==> src/rtl/blinken_pkg.sv <==
// Shared definitions for the blinken LED driver: output modes, FSM states
// and a counter-width helper.
package blinken_pkg;

    localparam logic [1:0] MODE_STEADY    = 2'd0;
    localparam logic [1:0] MODE_BLINK     = 2'd1;
    localparam logic [1:0] MODE_DIM       = 2'd2;
    localparam logic [1:0] MODE_BLINK_DIM = 2'd3;

    typedef enum logic {
        ST_SPLASH = 1'b0,
        ST_RUN    = 1'b1
    } state_t;

    // Bits needed to hold 0..limit-1, never less than one bit.
    function automatic int cnt_width(input int limit);
        return (limit <= 2) ? 1 : $clog2(limit);
    endfunction

endpackage

==> src/rtl/blinken_tick_div.sv <==
// Timebase divider: a one-clock tick pulse every CLOCK_HZ/TICK_HZ clocks,
// asserted while the prescaler sits on its terminal count.
module blinken_tick_div #(
    parameter int CLOCK_HZ = 1_000_000,
    parameter int TICK_HZ  = 1000
) (
    input  logic clock,
    input  logic reset,
    output logic tick
);
    import blinken_pkg::*;

    localparam int            DIV  = CLOCK_HZ / TICK_HZ;
    localparam int            W    = cnt_width(DIV);
    localparam logic [W-1:0]  LAST = W'(DIV - 1);

    logic [W-1:0] count;

    // NOTE: sequential state is always assigned with <= so every register
    // samples the pre-edge values, independent of block ordering.
    always_ff @(posedge clock) begin
        if (reset || count == LAST) begin
            count <= '0;
        end else begin
            count <= count + W'(1);
        end
    end

    assign tick = (count == LAST);

endmodule

==> src/rtl/blinken_chase.sv <==
// LED driver: bouncing one-hot chase splash after reset or on request, then
// the host value gated by steady, blink, PWM-dim or blink+dim mode.
module blinken_chase #(
    parameter int NUM_LEDS      = 8,
    parameter int CLOCK_HZ      = 1_000_000,
    parameter int TICK_HZ       = 1000,
    parameter int STEP_TICKS    = 50,
    parameter int SPLASH_PASSES = 4,
    parameter int BLINK_TICKS   = 500
) (
    input  logic                clock,
    input  logic                reset,
    input  logic [NUM_LEDS-1:0] value,
    input  logic [1:0]          mode,
    input  logic [7:0]          brightness,
    input  logic                splash_req,
    output logic                splashing,
    output logic [NUM_LEDS-1:0] leds
);
    import blinken_pkg::*;

    localparam int POS_W   = cnt_width(NUM_LEDS);
    localparam int SEG_W   = cnt_width(NUM_LEDS - 1);
    localparam int STEP_W  = cnt_width(STEP_TICKS);
    localparam int PASS_W  = cnt_width(SPLASH_PASSES);
    localparam int BLINK_W = cnt_width(BLINK_TICKS);

    localparam logic [POS_W-1:0]   POS_PEN    = POS_W'(NUM_LEDS - 2);
    localparam logic [SEG_W-1:0]   SEG_LAST   = SEG_W'(NUM_LEDS - 2);
    localparam logic [STEP_W-1:0]  STEP_LAST  = STEP_W'(STEP_TICKS - 1);
    localparam logic [PASS_W-1:0]  PASS_LAST  = PASS_W'(SPLASH_PASSES - 1);
    localparam logic [BLINK_W-1:0] BLINK_LAST = BLINK_W'(BLINK_TICKS - 1);

    logic tick;

    blinken_tick_div #(
        .CLOCK_HZ (CLOCK_HZ),
        .TICK_HZ  (TICK_HZ)
    ) u_tick_div (
        .clock (clock),
        .reset (reset),
        .tick  (tick)
    );

    state_t state;
    state_t state_next;

    logic [POS_W-1:0]   pos;
    logic               dir_down;
    logic [STEP_W-1:0]  step_cnt;
    logic [SEG_W-1:0]   seg_cnt;
    logic [PASS_W-1:0]  pass_cnt;
    logic [BLINK_W-1:0] blink_cnt;
    logic               blink_on;
    logic [7:0]         pwm_cnt;
    logic               pwm_on;
    logic               gate;
    logic               step_done;
    logic               splash_done;
    logic               restart;

    assign step_done   = (state == ST_SPLASH) && tick && (step_cnt == STEP_LAST);
    assign splash_done = step_done && (seg_cnt == SEG_LAST) && (pass_cnt == PASS_LAST);
    assign restart     = (state == ST_RUN) && splash_req;
    assign pwm_on      = (pwm_cnt < brightness);

    // NOTE: every signal written in always_comb gets a default first, so no
    // path through the block can leave it unassigned and infer a latch.
    always_comb begin
        state_next = state;
        case (state)
            ST_SPLASH: if (splash_done) state_next = ST_RUN;
            ST_RUN:    if (splash_req)  state_next = ST_SPLASH;
            default:   state_next = ST_SPLASH;
        endcase
    end

    always_ff @(posedge clock) begin
        if (reset) begin
            state     <= ST_SPLASH;
            splashing <= 1'b1;
        end else begin
            state     <= state_next;
            splashing <= (state_next == ST_SPLASH);
        end
    end

    // Chase position bounces between the end LEDs, one step per STEP_TICKS ticks.
    always_ff @(posedge clock) begin
        if (reset || restart) begin
            pos      <= '0;
            dir_down <= 1'b0;
            step_cnt <= '0;
            seg_cnt  <= '0;
            pass_cnt <= '0;
        end else if (step_done) begin
            step_cnt <= '0;
            if (dir_down) begin
                pos <= pos - POS_W'(1);
                if (pos == POS_W'(1)) dir_down <= 1'b0;
            end else begin
                pos <= pos + POS_W'(1);
                if (pos == POS_PEN) dir_down <= 1'b1;
            end
            if (seg_cnt == SEG_LAST) begin
                seg_cnt  <= '0;
                pass_cnt <= (pass_cnt == PASS_LAST) ? '0 : pass_cnt + PASS_W'(1);
            end else begin
                seg_cnt <= seg_cnt + SEG_W'(1);
            end
        end else if (state == ST_SPLASH && tick) begin
            step_cnt <= step_cnt + STEP_W'(1);
        end
    end

    // Blink phase is held at "on" through the splash, so RUN always starts lit.
    always_ff @(posedge clock) begin
        if (reset) begin
            blink_cnt <= '0;
            blink_on  <= 1'b1;
            pwm_cnt   <= '0;
        end else begin
            pwm_cnt <= pwm_cnt + 8'd1;
            if (state == ST_SPLASH) begin
                blink_cnt <= '0;
                blink_on  <= 1'b1;
            end else if (tick) begin
                if (blink_cnt == BLINK_LAST) begin
                    blink_cnt <= '0;
                    blink_on  <= ~blink_on;
                end else begin
                    blink_cnt <= blink_cnt + BLINK_W'(1);
                end
            end
        end
    end

    always_comb begin
        gate = 1'b1;
        case (mode)
            MODE_STEADY:    gate = 1'b1;
            MODE_BLINK:     gate = blink_on;
            MODE_DIM:       gate = pwm_on;
            MODE_BLINK_DIM: gate = blink_on & pwm_on;
            default:        gate = 1'b1;
        endcase
    end

    // A splash request shows the first chase LED on the same edge the FSM re-enters SPLASH.
    always_ff @(posedge clock) begin
        if (reset) begin
            leds <= '0;
        end else if (state == ST_SPLASH) begin
            leds <= NUM_LEDS'(1) << pos;
        end else if (splash_req) begin
            leds <= NUM_LEDS'(1);
        end else begin
            leds <= value & {NUM_LEDS{gate}};
        end
    end

endmodule
==> config.mk <==
export PLATFORM = sky130hd
export DESIGN_NAME = blinken_chase
export DESIGN_NICKNAME = d
export VERILOG_FILES = /design/src/rtl/blinken_pkg.sv /design/src/rtl/blinken_tick_div.sv /design/src/rtl/blinken_chase.sv
export SDC_FILE = /design/constraint.sdc
export NUM_CORES = 1
export LEC_CHECK = 0
export ABC_CLOCK_PERIOD_IN_PS = 2600
export BUFFER_PORTS_ARGS = -buffer_cell sky130_fd_sc_hd__buf_2
export CAP_MARGIN = 30
export CORE_MARGIN = 10
export CORE_UTILIZATION = 45
export DETAILED_ROUTE_END_ITERATION = 8
export SYNTH_ARGS = -nofsm -noshare
export SYNTH_HDL_FRONTEND = slang
export SYNTH_SLANG_ARGS = --single-unit
==> constraint.sdc <==
create_clock -name clock -period 2.6 [get_ports clock]
set_input_delay 0.52 -clock clock [delete_from_list [all_inputs] [get_ports clock]]
set_output_delay 0.52 -clock clock [all_outputs]
set_load 0.01 [all_outputs]
### Yosys cells after proc, flatten, opt, wreduce, memory -nomap -nowiden

Index checks and enable logic that the tools add are counted.

* bits in registers: 53
* bits in latches: 0
* RAM bits: 0
* bits in read-only memories: 0
* input port bits: 21
* memories: 0

* $add $sub $neg: 8
* multiply operators: 0
* divide/modulo/power cells: 0
* magnitude comparators: 1
* eq/ne operators: 10
* shift-type cells: 1
* mux-type cells: 13
* bitwise logic cells: 5
* reduce and logical (&&, ||, !) cells: 12

Operator list (count)
* two-way mux 8 bit: 2
* adder 10 x 1 -> 10 bit, second input constant: 1
* == test 10 bit, second input constant: 1
* adder 9 x 1 -> 9 bit, second input constant: 1
* == test 9 bit, second input constant: 1
* two-way mux 9 bit: 1
* adder 8 x 1 -> 8 bit, second input constant: 1
* AND 8 bit: 1
* < comparator 8 bit: 1
* left shift 1 x 3 -> 8 bit, first input constant: 1
* adder 3 x 1 -> 3 bit, second input constant: 2
* adder 6 x 1 -> 6 bit, second input constant: 1
* == test 2 bit, second input constant: 3
* == test 3 bit, second input constant: 2
* == test 6 bit, second input constant: 1
* two-way mux 3 bit: 2
* logical AND 1 bit: 5
* two-way mux 1 bit: 5
* one-hot mux 1 bit (4 select lines): 1
* AND reduction 2 bit: 2
* OR reduction 2 bit: 2
* == test 3 x 1 -> 1 bit, second input constant: 1
* inverter 1 bit: 3
* subtractor 3 x 1 -> 3 bit, second input constant: 1
* 7 further kinds: 8

### Logic depth before layout (Yosys ltp)

* depth in word-level cells: 8
* mapped depth: 8
* gate-level depth less buffers: 7

### Cells and area by module

Synthesis repeated with hierarchy kept, for this count alone.

* cells, all modules: 299
* area total of the unflattened synthesis: 2642.5 um^2

By module, submodules not included
* blinken_chase: times used 1, cells each 243, area each 2152.1 um^2
* blinken_tick_div: times used 1, cells each 56, area each 490.5 um^2

### Worst setup path after synthesis

No wires, ideal clock.

* path type: input-to-reg
* start point: input port brightness[1]
* end point: register leds[1]
* arrival time: 1.883 ns
* data required time: 2.541 ns
* setup slack: 0.658 ns
* stages: 6
* buffers on the path: 0
* cell sequence: inv_1 ha_1 a2111oi_0 o21ai_0 a211oi_2 a22o_1

* cells in the longest elaborated chain, start to end: 6

RTL lines
* from (decl): RTL line blinken_chase.sv:15 `input logic [7:0] brightness,`
* < comparator 8 bit (*): RTL line blinken_chase.sv:65 `assign pwm_on = (pwm_cnt < brightness);`
* AND 1 bit: RTL line blinken_chase.sv:144 `MODE_BLINK_DIM: gate = blink_on & pwm_on;`
* one-hot mux 1 bit (4 select lines) (*): RTL line blinken_chase.sv:140 `case (mode)`
* AND 8 bit (*): RTL line blinken_chase.sv:158 `leds <= value & {NUM_LEDS{gate}};`
* two-way mux 8 bit (*): RTL line blinken_chase.sv:155 `end else if (splash_req) begin`
* two-way mux 8 bit (*): RTL line blinken_chase.sv:153 `end else if (state == ST_SPLASH) begin`
* to (signal assigned): RTL line blinken_chase.sv:154 `leds <= NUM_LEDS'(1) << pos;`
* to (signal assigned): RTL line blinken_chase.sv:158
* to (decl): RTL line blinken_chase.sv:18 `output logic [NUM_LEDS-1:0] leds`

Mark *: on every way between the ends. The rest lies on a longest branch, timed or not.
A chain may end at the register's enable or synchronous reset.

### Final worst setup path

* start point: register u_tick_div.count[3]
* end point: register step_cnt[1]

* cells in the longest elaborated chain, start to end: 4

RTL lines
* from (decl): RTL line blinken_tick_div.sv:17 `logic [W-1:0] count;`
* from (signal assigned): RTL line blinken_tick_div.sv:25 `count <= count + W'(1);`
* == test 10 bit (*): RTL line blinken_tick_div.sv:29 `assign tick = (count == LAST);`
* logical AND 1 bit (*): RTL line blinken_chase.sv:62, blinken_chase.sv:111
* logical AND 1 bit: RTL line blinken_chase.sv:62 `assign step_done = (state == ST_SPLASH) && tick && (step_cnt == STEP_LAST);`
* OR reduction 2 bit (no source line)
* to (signal assigned): RTL line blinken_chase.sv:112 `step_cnt <= step_cnt + STEP_W'(1);`
* to (decl): RTL line blinken_chase.sv:50 `logic [STEP_W-1:0] step_cnt;`

Marked as above.

==> flow_summary_export.csv <==
group,metric,value,unit
yosys,muxShareOfSynthArea,1.200,%
power,p_int,1059,uW
cells_and_area,fin_util,51.55,%
floorplanning,core,5439,um2
cts,cts-root-buf,"clkbuf_8",
placement,gp_congestion,0.7697,
placement,port_buffers,29,
yosys,syn_area_per_cell,9.034,um2
yosys,synth_cell_type_count,41,
sta,slew_violations,0,
sta,finalHoldViolations,0,
routing,viasPerCell,4.997,
sta,finalCritPeriodShare,79.26,%
routing,routed_wl,4.752,mm
floorplanning,rows,27,
cells_and_area,final_net_count,349,
critical_path,startpoint_type,"flip-flop",
cts,cts_setup_buffers,0,
critical_path,cp.arrival,2.25,ns
cts,numCtsBuffers,5,
power,pwr-share-clk,34.3,%
hold_path,hold_class,"primary input to flip-flop",
cells_and_area,area_growth,12.05,%
global_routing,grt_use_total,11.46,%
sta,setup_viol,0,
critical_path,critPathMaxFanout,10,
routing,drcViolationCount,0,
sta,setup_tns,0,ns
cts,holdBufCountCts,0,
yosys,synth-simple-area-share,22.00,%
routing,drtAntennaViolNets,0,
sta,rsz0062_at_grt,"false",
power,seqPwrFrac,61.4,%
power,p_per_area,480.0,nW/um2
sta,tightest_slew,0.5090,ns
power,combPwrFrac,4.3,%
power,p_sw_share,21.33,%
power,irDropWorstVdd,0.2287,mV
critical_path,path_class,"flip-flop to flip-flop",
run,drv_cap,0,
power,p_leak,0.001162,uW
floorplanning,initial_core_util,46.01,%
routing,initialDrtViolationCount,56,
sta,finClkSkew,0.002879,ns
floorplanning,die_h,94.57,um
yosys,synth_seq_cells,53,
cts,clk_pin_slew,0.09,ns
cts,cts_tree,"yes",
yosys,synthAdderAreaFrac,10.00,%
global_routing,antenna_found_initial,0,
routing,drt_pre_antenna_iters,4,
placement,hpwl,3.693,mm
cells_and_area,fillers,532,
cts,htree_levels,2,
yosys,syn-cell-area,2502,um2
yosys,synth_top_family_by_area,"simple AND/OR/NAND/NOR gates",
sta,max_freq,485.2,MHz
power,p_switching,287.1,uW
cells_and_area,drive_gt1_share,13.31,%
critical_path,crit_path_end_kind,"flip-flop",
critical_path,required,2.79,ns
yosys,yosysSeqAreaShare,42.40,%
yosys,synthCells,277,
floorplanning,dieArea,8943,um2
global_routing,grt_overflow,0,
global_routing,grt_pass1_wl,8.411,mm
cells_and_area,most-common-layout-cells,"dfxtp_1 (53), nor2_1 (44), buf_2 (29)",
sta,period_needed,2.061,ns
cts,clockBufferDepth,2,
floorplanning,ios,30,
cts,clk_latency,0.30,ns
run_status,outcome,"finished clean",
yosys,synth_xor_area_share,10.15,%
routing,via_count,1899,
cells_and_area,final_common_cell,"dfxtp_1",
routing,post_drt_wl_per_cell,12.51,um
yosys,synth_compound_area_share,10.75,%
yosys,syn_nets,318,
floorplanning,die_w,94.57,um
sta,max_slew_margin,65.75,%
global_routing,grt_pass1_vias,1892,
cts,cts-resized-gates,0,
cts,clkSinkCount,53,
global_routing,grt_max_degree,19,
yosys,ys_warn_count,0,
cells_and_area,antennaDiodeCount,0,
-- state kept, by name (all words and copies together), names as in the netlist --
register and cells:
u_tick_div.count 10, pass_cnt 2, splashing 1, step_cnt 6, blink_on 1, seg_cnt 3, dir_down 1, blink_cnt 9
pwm_cnt 8, leds 8, state 1, pos 3
-- stage by stage --
step	cells	setup slack [ns]	hold slack [ns]	cell area [um2]	total power [uW]
6_report	380	0.5392	0.4197	2804	1346
5_1_grt	380	0.3390	0.4216	2804	1404
4_1_cts	380	0.5263	0.4108	2804	1365
3_5_place_dp	373	0.3735	0.4452	2718	904.4
3_3_place_gp	373	0.3748	0.4272	2718	904.1
2_1_floorplan	277	0.6577	0.4175	2502	879.0
-- power by group through the flow --
stage	Combinational [uW]	Clock [uW]	Sequential, uW
after floorplan	34.3	0	845
after global placement	58.2	0	846
after detailed placement	58.3	0	846
after CTS	58.7	479	827
after global routing	67.1	508	829
final	57.2	462	827
-- layer usage --
layer | GRT usage (%) | vias to the layer above | wire [um]
met5 | 0 | - | 0
met4 | 4.863 | 0 | 75
met3 | 2.855 | 6 | 187
met2 | 19.11 | 20 | 2299
met1 | 13.71 | 866 | 2189
li1 | - | 1007 | -
-- cell type report --
cell class,count,area (um2),share of cell area [%]
multi-input cells,203,1354,48.28
flip-flops and latches,53,1061,37.84
repair buffers,31,160.2,5.712
well taps,72,90.09,3.213
clock buffers,7,86.33,3.079
inverters,14,52.55,1.874
-- final timing paths --
path | start | end | slack, ns | cells after the start
hold / removal | value[0] | leds[0]$_SDFF_PP0_ | 0.42 | 2
hold reg to reg | u_tick_div.count[0]$_SDFF_PP0_ | u_tick_div.count[0]$_SDFF_PP0_ | 0.45 | 1
setup / recovery | u_tick_div.count[3]$_SDFF_PP0_ | step_cnt[1]$_SDFFE_PP0P_ | 0.54 | 5
setup reg to reg | u_tick_div.count[3]$_SDFF_PP0_ | step_cnt[1]$_SDFFE_PP0P_ | 0.54 | 5
-- cell families after synthesis --
| logic type | after synthesis |
|---|---|
| fa+ha+maj | 20 |
| compound gates | 38 |
| simple gates | 113 |
| mux | 3 |
| buf+inv | 21 |
| flops | 53 |
| xor+xnor | 29 |
-- worst max-delay path, stage by stage (launching register included) --
cell	delay, ns
dfxtp_1	0.37
or3b_4	0.44
nor4_1	0.34
and2_1	0.41
nand2b_1	0.30
a211oi_1	0.08
-- Yosys cell counts --
master / count / share of area, %
a2111oi_0: 1 / 0.35
a211o_1: 1 / 0.35
a211oi_1: 1 / 0.30
a211oi_2: 1 / 0.50
a21o_1: 2 / 0.60
a21oi_1: 13 / 2.6
a22o_1: 4 / 1.4
a22oi_1: 1 / 0.30
a311oi_1: 1 / 0.35
a32o_1: 3 / 1.2
and2_1: 1 / 0.25
and3_1: 3 / 0.75
buf_2: 1 / 0.20
buf_6: 1 / 0.45
clkbuf_1: 5 / 0.75
dfxtp_1: 53 / 42
ha_1: 20 / 10
inv_1: 14 / 2.1
mux2i_1: 3 / 1.2
nand2_1: 19 / 2.9
nand2b_1: 3 / 0.75
nand3_1: 13 / 2.6
nand4_1: 7 / 1.7
nand4b_1: 1 / 0.35
nor2_1: 44 / 6.6
nor2b_1: 5 / 1.3
nor3_1: 6 / 1.2
nor3b_1: 1 / 0.30
nor4_1: 4 / 1.0
nor4_4: 1 / 0.85
o2111ai_1: 1 / 0.35
o211a_1: 1 / 0.40
o21a_1: 3 / 0.90
o21ai_0: 4 / 0.80
o2bb2ai_1: 1 / 0.35
or2_2: 1 / 0.25
or2b_1: 1 / 0.30
or3_1: 2 / 0.50
or3b_4: 1 / 0.45
xnor2_1: 12 / 4.2
xor2_1: 17 / 5.9
No activity file was read; power rests on OpenSTA's default activity.
